===== src/rtl/vm1_pkg.sv =====
// Shared VM1 definitions: PSW bit positions, writeback FSM states and PSW reset value.
package vm1_pkg;

  localparam int unsigned PSW_C      = 0;
  localparam int unsigned PSW_V      = 1;
  localparam int unsigned PSW_Z      = 2;
  localparam int unsigned PSW_N      = 3;
  localparam int unsigned PSW_T      = 4;
  localparam int unsigned PSW_PRI_LO = 5;
  localparam int unsigned PSW_PRI_HI = 7;

  localparam logic [7:0] PSW_RESET = 8'hE0;

  typedef enum logic [1:0] {
    IDLE   = 2'd0,
    REG_WR = 2'd1,
    BUS_WR = 2'd2
  } wb_state_e;

endpackage


===== src/rtl/vm1_wb_merge.sv =====
// Byte merge for register writes and byte-lane steering for bus writes.
module vm1_wb_merge (
  input  logic        byte_op,
  input  logic        is_movb,
  input  logic [15:0] result,
  input  logic [15:0] dst_old,
  output logic [15:0] rf_wdata,
  output logic [15:0] bus_wdata
);

  always_comb begin
    rf_wdata  = result;
    bus_wdata = result;
    // MOVB writes the sign-extended word; other byte ops keep the old high byte.
    if (byte_op && !is_movb) rf_wdata = {dst_old[15:8], result[7:0]};
    // Byte data is replicated so either lane is correct regardless of address parity.
    if (byte_op) bus_wdata = {result[7:0], result[7:0]};
  end

endmodule


===== src/rtl/vm1_alu_writeback.sv =====
// VM1 ALU writeback stage: PSW condition-code commit, register or bus result write.
// Optional bus_ack timeout enabled by defining VM1_WB_TIMEOUT_EN.
module vm1_alu_writeback
  import vm1_pkg::*;
#(
  parameter logic [7:0]  PSW_RESET      = vm1_pkg::PSW_RESET,
  parameter int unsigned TIMEOUT_CYCLES = 64
) (
  input  logic        clk,
  input  logic        reset,
  input  logic        alu_valid,
  output logic        alu_ready,
  input  logic [15:0] result,
  input  logic [3:0]  flags,
  input  logic [3:0]  ccmask,
  input  logic        cc,
  input  logic        byte_op,
  input  logic        wr_dest,
  input  logic        dst_is_reg,
  input  logic [2:0]  dst_reg,
  input  logic [15:0] dst_old,
  input  logic        is_movb,
  input  logic [15:0] dst_addr,
  input  logic        psw_load,
  input  logic [7:0]  psw_in,
  output logic [7:0]  psw,
  output logic        rf_we,
  output logic [2:0]  rf_waddr,
  output logic [15:0] rf_wdata,
  output logic        bus_req,
  output logic [15:0] bus_addr,
  output logic [15:0] bus_wdata,
  output logic        bus_byte,
  input  logic        bus_ack,
  output logic        bus_err
);

  wb_state_e   state_q, state_d;
  logic        accept;
  logic        timeout;
  logic [7:0]  psw_q;
  logic [2:0]  waddr_q;
  logic [15:0] rf_data_q, bus_data_q, addr_q;
  logic        byte_q;
  logic [15:0] rf_merge, bus_merge;

  assign accept = alu_valid && alu_ready;

  vm1_wb_merge u_merge (
    .byte_op   (byte_op),
    .is_movb   (is_movb),
    .result    (result),
    .dst_old   (dst_old),
    .rf_wdata  (rf_merge),
    .bus_wdata (bus_merge)
  );

`ifdef VM1_WB_TIMEOUT_EN
  logic [7:0] cnt_q;
  logic       err_q;

  assign timeout = (state_q == BUS_WR) && !bus_ack && (cnt_q == 8'(TIMEOUT_CYCLES - 1));

  always_ff @(posedge clk) begin
    if (reset) begin
      cnt_q <= '0;
      err_q <= 1'b0;
    end else begin
      err_q <= timeout;
      if (state_q != BUS_WR) cnt_q <= '0;
      else if (!bus_ack)     cnt_q <= cnt_q + 8'd1;
    end
  end

  assign bus_err = err_q;
`else
  assign timeout = 1'b0;
  assign bus_err = 1'b0;
`endif

  always_ff @(posedge clk) begin
    if (reset) state_q <= IDLE;
    else       state_q <= state_d;
  end

  always_comb begin
    state_d = state_q;
    case (state_q)
      IDLE:    if (accept && wr_dest) state_d = dst_is_reg ? REG_WR : BUS_WR;
      REG_WR:  state_d = IDLE;
      BUS_WR:  if (bus_ack || timeout) state_d = IDLE;
      default: state_d = IDLE;
    endcase
  end

  // A PSW load wins over the ALU condition-code update in the same cycle.
  always_ff @(posedge clk) begin
    if (reset) begin
      psw_q <= PSW_RESET;
    end else if (psw_load) begin
      psw_q <= psw_in;
    end else if (accept && cc) begin
      psw_q[PSW_N:PSW_C] <= (psw_q[PSW_N:PSW_C] & ~ccmask) | (flags & ccmask);
    end
  end

  always_ff @(posedge clk) begin
    if (reset) begin
      waddr_q    <= '0;
      rf_data_q  <= '0;
      bus_data_q <= '0;
      addr_q     <= '0;
      byte_q     <= 1'b0;
    end else if (accept) begin
      waddr_q    <= dst_reg;
      rf_data_q  <= rf_merge;
      bus_data_q <= bus_merge;
      addr_q     <= dst_addr;
      byte_q     <= byte_op;
    end
  end

  always_comb begin
    alu_ready = (state_q == IDLE);
    rf_we     = (state_q == REG_WR);
    bus_req   = (state_q == BUS_WR);
    rf_waddr  = rf_we   ? waddr_q    : '0;
    rf_wdata  = rf_we   ? rf_data_q  : '0;
    bus_addr  = bus_req ? addr_q     : '0;
    bus_wdata = bus_req ? bus_data_q : '0;
    bus_byte  = bus_req ? byte_q     : 1'b0;
  end

  assign psw = psw_q;

endmodule


===== config.mk =====
export PLATFORM = sky130hd
export DESIGN_NAME = vm1_alu_writeback
export DESIGN_NICKNAME = d
export VERILOG_FILES = /design/src/rtl/vm1_pkg.sv /design/src/rtl/vm1_wb_merge.sv /design/src/rtl/vm1_alu_writeback.sv
export SDC_FILE = /design/constraint.sdc
export NUM_CORES = 1
export LEC_CHECK = 0
export CAP_MARGIN = 20
export CORE_MARGIN = 2
export CORE_UTILIZATION = 40
export CTS_BUF_LIST = sky130_fd_sc_hd__clkbuf_4 sky130_fd_sc_hd__clkbuf_8 sky130_fd_sc_hd__clkbuf_16
export CTS_CLUSTER_SIZE = 12
export DETAILED_ROUTE_END_ITERATION = 10
export PLACE_DENSITY = 0.9
export SLEW_MARGIN = 10
export SYNTH_ARGS = -nofsm -noshare
export SYNTH_HDL_FRONTEND = slang
export SYNTH_SLANG_ARGS = --single-unit

===== constraint.sdc =====
create_clock -name clk -period 3.9 [get_ports clk]
set_clock_uncertainty 0.1 [all_clocks]
set_input_delay 1.17 -clock clk [delete_from_list [all_inputs] [get_ports clk]]
set_output_delay 1.17 -clock clk [all_outputs]
set_load 0.02 [all_outputs]

---- Word level (Yosys, flattened, before mapping) ----
Index checks and enable logic that the tools add are counted.
cells by class
  equal/unequal tests ..................... 4
  muxes and demuxes ....................... 13
  bitwise gates (word level) .............. 4
  reduce and logical (&&, ||, !) cells .... 8
operator list
  operator            count
  $mux 16             5
  $and 4x4->4         2
  $mux 4              2
  $mux 2              3
  $logic_and 1x1->1   4
  $ne 2x1->1 const B  2
  $not 4->4           1
  $or 4x4->4          1
  $pmux 2 s2          1
  $mux 3              1
  $eq 2x1->1 const B  1
  $eq 2x2->1 const B  1
  $logic_not 2->1     1
  $reduce_and 2->1    1
  $reduce_bool 2->1   1
  $logic_not 1->1     1
  $mux 1              1
storage, ports and cells
  register bits after elaboration ......... 62
  input port bits ......................... 77
  word-level logic and storage cells ...... 37

---- Depth between registers and ports, before layout ----
  word-level depth ........................ 5
  mapped depth ............................ 5

---- Modules after synthesis ----
Synthesis repeated with hierarchy kept, for this count alone.
unflattened totals
  cells, all modules ...................... 370
  area, all modules ....................... 2982.9 um^2
by module, submodules not included
  module             times used  cells an instance  area an instance (um^2)  seq. area each (um^2)
  vm1_alu_writeback  1           335                2616.3                   1241.2
  vm1_wb_merge       1           35                 366.6                    0.0

---- Worst setup path after synthesis ----
OpenSTA, ideal clock, no wires.
  kind .................................... reg2out
  start ................................... register state_q[1]
  end ..................................... output port bus_wdata[10]
  data arrival time ....................... 1.225 ns
  data required time ...................... 2.630 ns
  setup slack ............................. 1.405 ns
  stages on the path, launching flop included .. 4
  path buffers ............................ 1
  path through ............................ dfxtp_1 > nor2b_1 > buf_2 > and2_1
between the ends
  word-level cells in the longest chain between the ends .. 2
RTL lines
  element                   line                      RTL
  start: declaration        vm1_alu_writeback.sv:38   wb_state_e state_q, state_d;
  start signal: assignment  vm1_alu_writeback.sv:83   else state_q <= state_d;
  $eq 2x2->1                vm1_alu_writeback.sv:126  bus_req = (state_q == BUS_WR);
  named net bus_req         vm1_alu_writeback.sv:30   output logic bus_req,
  $mux 16                   vm1_alu_writeback.sv:130  bus_wdata = bus_req ? bus_data_q : '0;
  end: declaration          vm1_alu_writeback.sv:32   output logic [15:0] bus_wdata,
The timed path passes the listed nets, and every way through them passes these cells.

---- Worst setup path after layout ----
  start ................................... register state_q[1]
  end ..................................... output port bus_wdata[8]
between the ends
  word-level cells in the longest chain between the ends .. 2
RTL lines
  element     line
  $eq 2x2->1  vm1_alu_writeback.sv:126
  $mux 16     vm1_alu_writeback.sv:130
Every way passes these cells.

==> qor.csv <==
metric;value;unit
CTS max path bufs;2;
Synth top cells by count;58 x nand2_1, 54 x dfxtp_1, 52 x and2_1, 32 x a21oi_1, 19 x nor2_1;
ys async rst share;0;
count of port buffers added during placement;131;
Hold Worst Slack;0.355;ns
top-count cell post-synth;nand2_1;
Pwr Density;296;nW/um^2
worst path arrival time;2.26;ns
synthesized flop and latch total;54;
dpl ws;0.662;ns
Mapped Cells;303;
core box area;5990;um^2
crit path buf inv count;2;
Syn Nets;380;
Fin. Hold Viols;0;
IO Count;141;
Max IR drop VDD;0.000179;V
Worst-path clk slew;0.10;ns
Die ar.;6930;um^2
Core Util, Final;0.656;
library cells used by synthesis;25;
largest family of logic cells by synthesized area;simple AND/OR/NAND/NOR gates;
Synth Area in Compound Gates;0.155;
r2r setup slk;2.14;ns
fmax;283;MHz
delay-heaviest family, CP;buffers and inverters;
worst reg2reg endpoint;addr_q[9];
post-route ant nets;0;
starting density of the core;0.419;
total CTS buffers;5;
critical path required time;2.63;ns
vias per cell;4.88;
H-tree level count;2;
yosys synthesis warning count;0;
multiplexer share of the synthesized area;0.0678;
post-layout min period;3.53;ns
reg-to-reg startpoint;state_q[0];
dpl cells;490;
Avg Inst Size Synth;8.29;um^2
Syn-to-layout area delta;56.6;%
dpl hpwl;5.10;mm
crit path max-delay cell type;clkdlybuf4s50_1;
total setup buffers inserted after CTS;0;
die width;83.2;um
Synth Area in XOR/XNOR;0;
Setup TNS;0;ns
Primary FF master, synth;dfxtp_1;
Hold Path Sink;addr_q[1];
# DRC;0;
Synth area leader;dfxtp_1;
CP cell instances;nor2b_2 > buf_12 > and2_1 > clkdlybuf4s50_1;
CTS tree;built;
clock latency on the worst-skew pair;0.30;ns
initial antenna violation count;0;
crit path capture type;output port;
Max Cap Viol;0;
vias in the first global route;2484;
final setup margin;0.365;ns
layout cell share with drive strength beyond 1;0.0449;
Slew HR;0.325;
mapped cell area;2510;um^2
Iter 0 DRT Violations;78;
Sink Count;54;
root buffer cell;clkbuf_8;
HP Class;reg -> reg;
R2R cell count;3;
adder-cell share of the synthesized area;0;
Wirelength per Cell;13.6;um
hold path start;addr_q[1];
Max stage delay on crit path;0.62;ns
global placer's final weighted congestion;0.778;
# diodes;0;
RSZ-0062 raised after global routing;no;
Slew @ Worst Pin;1.01;ns
fin. max-slew vios;0;
largest net degree at the start of global routing;56;
num rows;28;
Static Leakage;1.54;nW
hold depth;2;
Worst Path Max Fanout;22;
First-pass DRT Iterations;4;
Post-Layout Cell Count;498;
Layout fillers;511;
Tcrit/Tclk final;0.906;
post-synth top area share;0.430;
sequential share of the synthesized area;0.430;
remaining global-route overflow;0;
Synth Area in Simple Gates;0.289;
final net count;499;
Startpoint Class;register;
final setup vio count;0;
hold buffer count at cts;0;
first-pass GRT wire length;11.4;mm
Synth area leaders;dfxtp_1 43%, and2_1 13%, nand2_1 8.7%, mux2i_1 6.8%, a21oi_1 6.4%;
EDFF count, synth;0;
Post-Route WL;6.79;mm
via count;2432;
Die Y;83.2;um
status;complete, no violations;
Post-CTS Resized;0;
gr usage total;0.198;
WS Path Type;reg -> out;
## area by class of cell
class	count	area [um^2]	share of cell area
Timing Repair Buffer	136	1360	0.345
Multi-Input combinational cell	221	1290	0.328
Sequential cell	54	1080	0.275
Tap cell	75	93.8	0.0239
Clock buffer	5	68.8	0.0175
Clock inverter	3	26.3	0.00668
Inverter	4	15.0	0.00382
## worst max path at each step
| stage | slack [ns] | cells after the start | end | start |
|---|---|---|---|---|
| floorplan | 1.41 | 3 | bus_wdata[10] | state_q[1] |
| global placement | 0.72 | 4 | bus_wdata[8] | state_q[1] |
| detailed placement | 0.66 | 4 | bus_wdata[15] | state_q[1] |
| CTS | 0.32 | 4 | bus_wdata[8] | state_q[1] |
| global route | 0.22 | 4 | bus_wdata[15] | state_q[1] |
| finish | 0.37 | 4 | bus_wdata[8] | state_q[1] |
## layer usage
| metal | part of all wire | routed length, um | GRT usage |
|---|---|---|---|
| met5 | 0 | 0 | 0 |
| met2 | 0.51 | 3430 | 0.364 |
| met4 | 0.015 | 99 | 0.0626 |
| met3 | 0.057 | 384 | 0.0447 |
| met1 | 0.42 | 2880 | 0.224 |
## layout by cell type (no fill, tap or decap)
cell type        instances
clkbuf_8                 5
o31ai_1                  1
nor2b_2                  1
nor2b_1                  4
buf_2                    1
a21oi_1                 32
clkdlybuf4s50_1        130
a211o_1                  3
clkinv_4                 1
and4bb_2                 1
a211oi_1                14
inv_1                    4
dfxtp_1                 54
nor3b_1                  1
nor2_1                  19
inv_6                    2
and2b_1                  1
mux2i_1                 17
and3_1                   4
a21boi_0                 4
or3b_1                   1
conb_1                   1
and2_1                  52
buf_4                    4
buf_12                   1
nand2_1                 58
nor3b_4                  1
o31a_1                   4
a211oi_2                 2
## metrics by stage
step | total power [mW] | area (um^2)
after floorplan | 0.737 | 2510
after global placement | 0.846 | 3840
after detailed placement | 0.854 | 3840
after CTS | 1.18 | 3930
after global routing | 1.23 | 3930
final | 1.16 | 3930
## sequential cells by signal, summed over array words and instances (netlist names), named ones only
signal and flops:
byte_q 1, addr_q 16, psw 4, rf_data_q 16
state_q 2, bus_data_q 8, waddr_q 3
## tightest hold or removal path, stage by stage (launching register included)
cell and delay [ns]:
dfxtp_1 0.32, nand2_1 0.05, a21oi_1 0.05
## report_power, final
group | leakage [nW] | internal, mW | switching (mW) | total (mW)
Clock | 0.0491 | 0.133 | 0.193 | 0.325
Combinational | 1.04 | 0.126 | 0.105 | 0.232
Sequential | 0.446 | 0.590 | 0.0181 | 0.608
Total | 1.54 | 0.849 | 0.316 | 1.16
## kinds of logic after synthesis
kind of cell / Yosys count
multiplexers: 17
AO/OA/AOI/OAI: 60
AND/OR/NAND/NOR: 143
other: 1
flip-flops: 54
buffers and inverters: 28
Note: power is estimated with default switching activity, not from simulation.
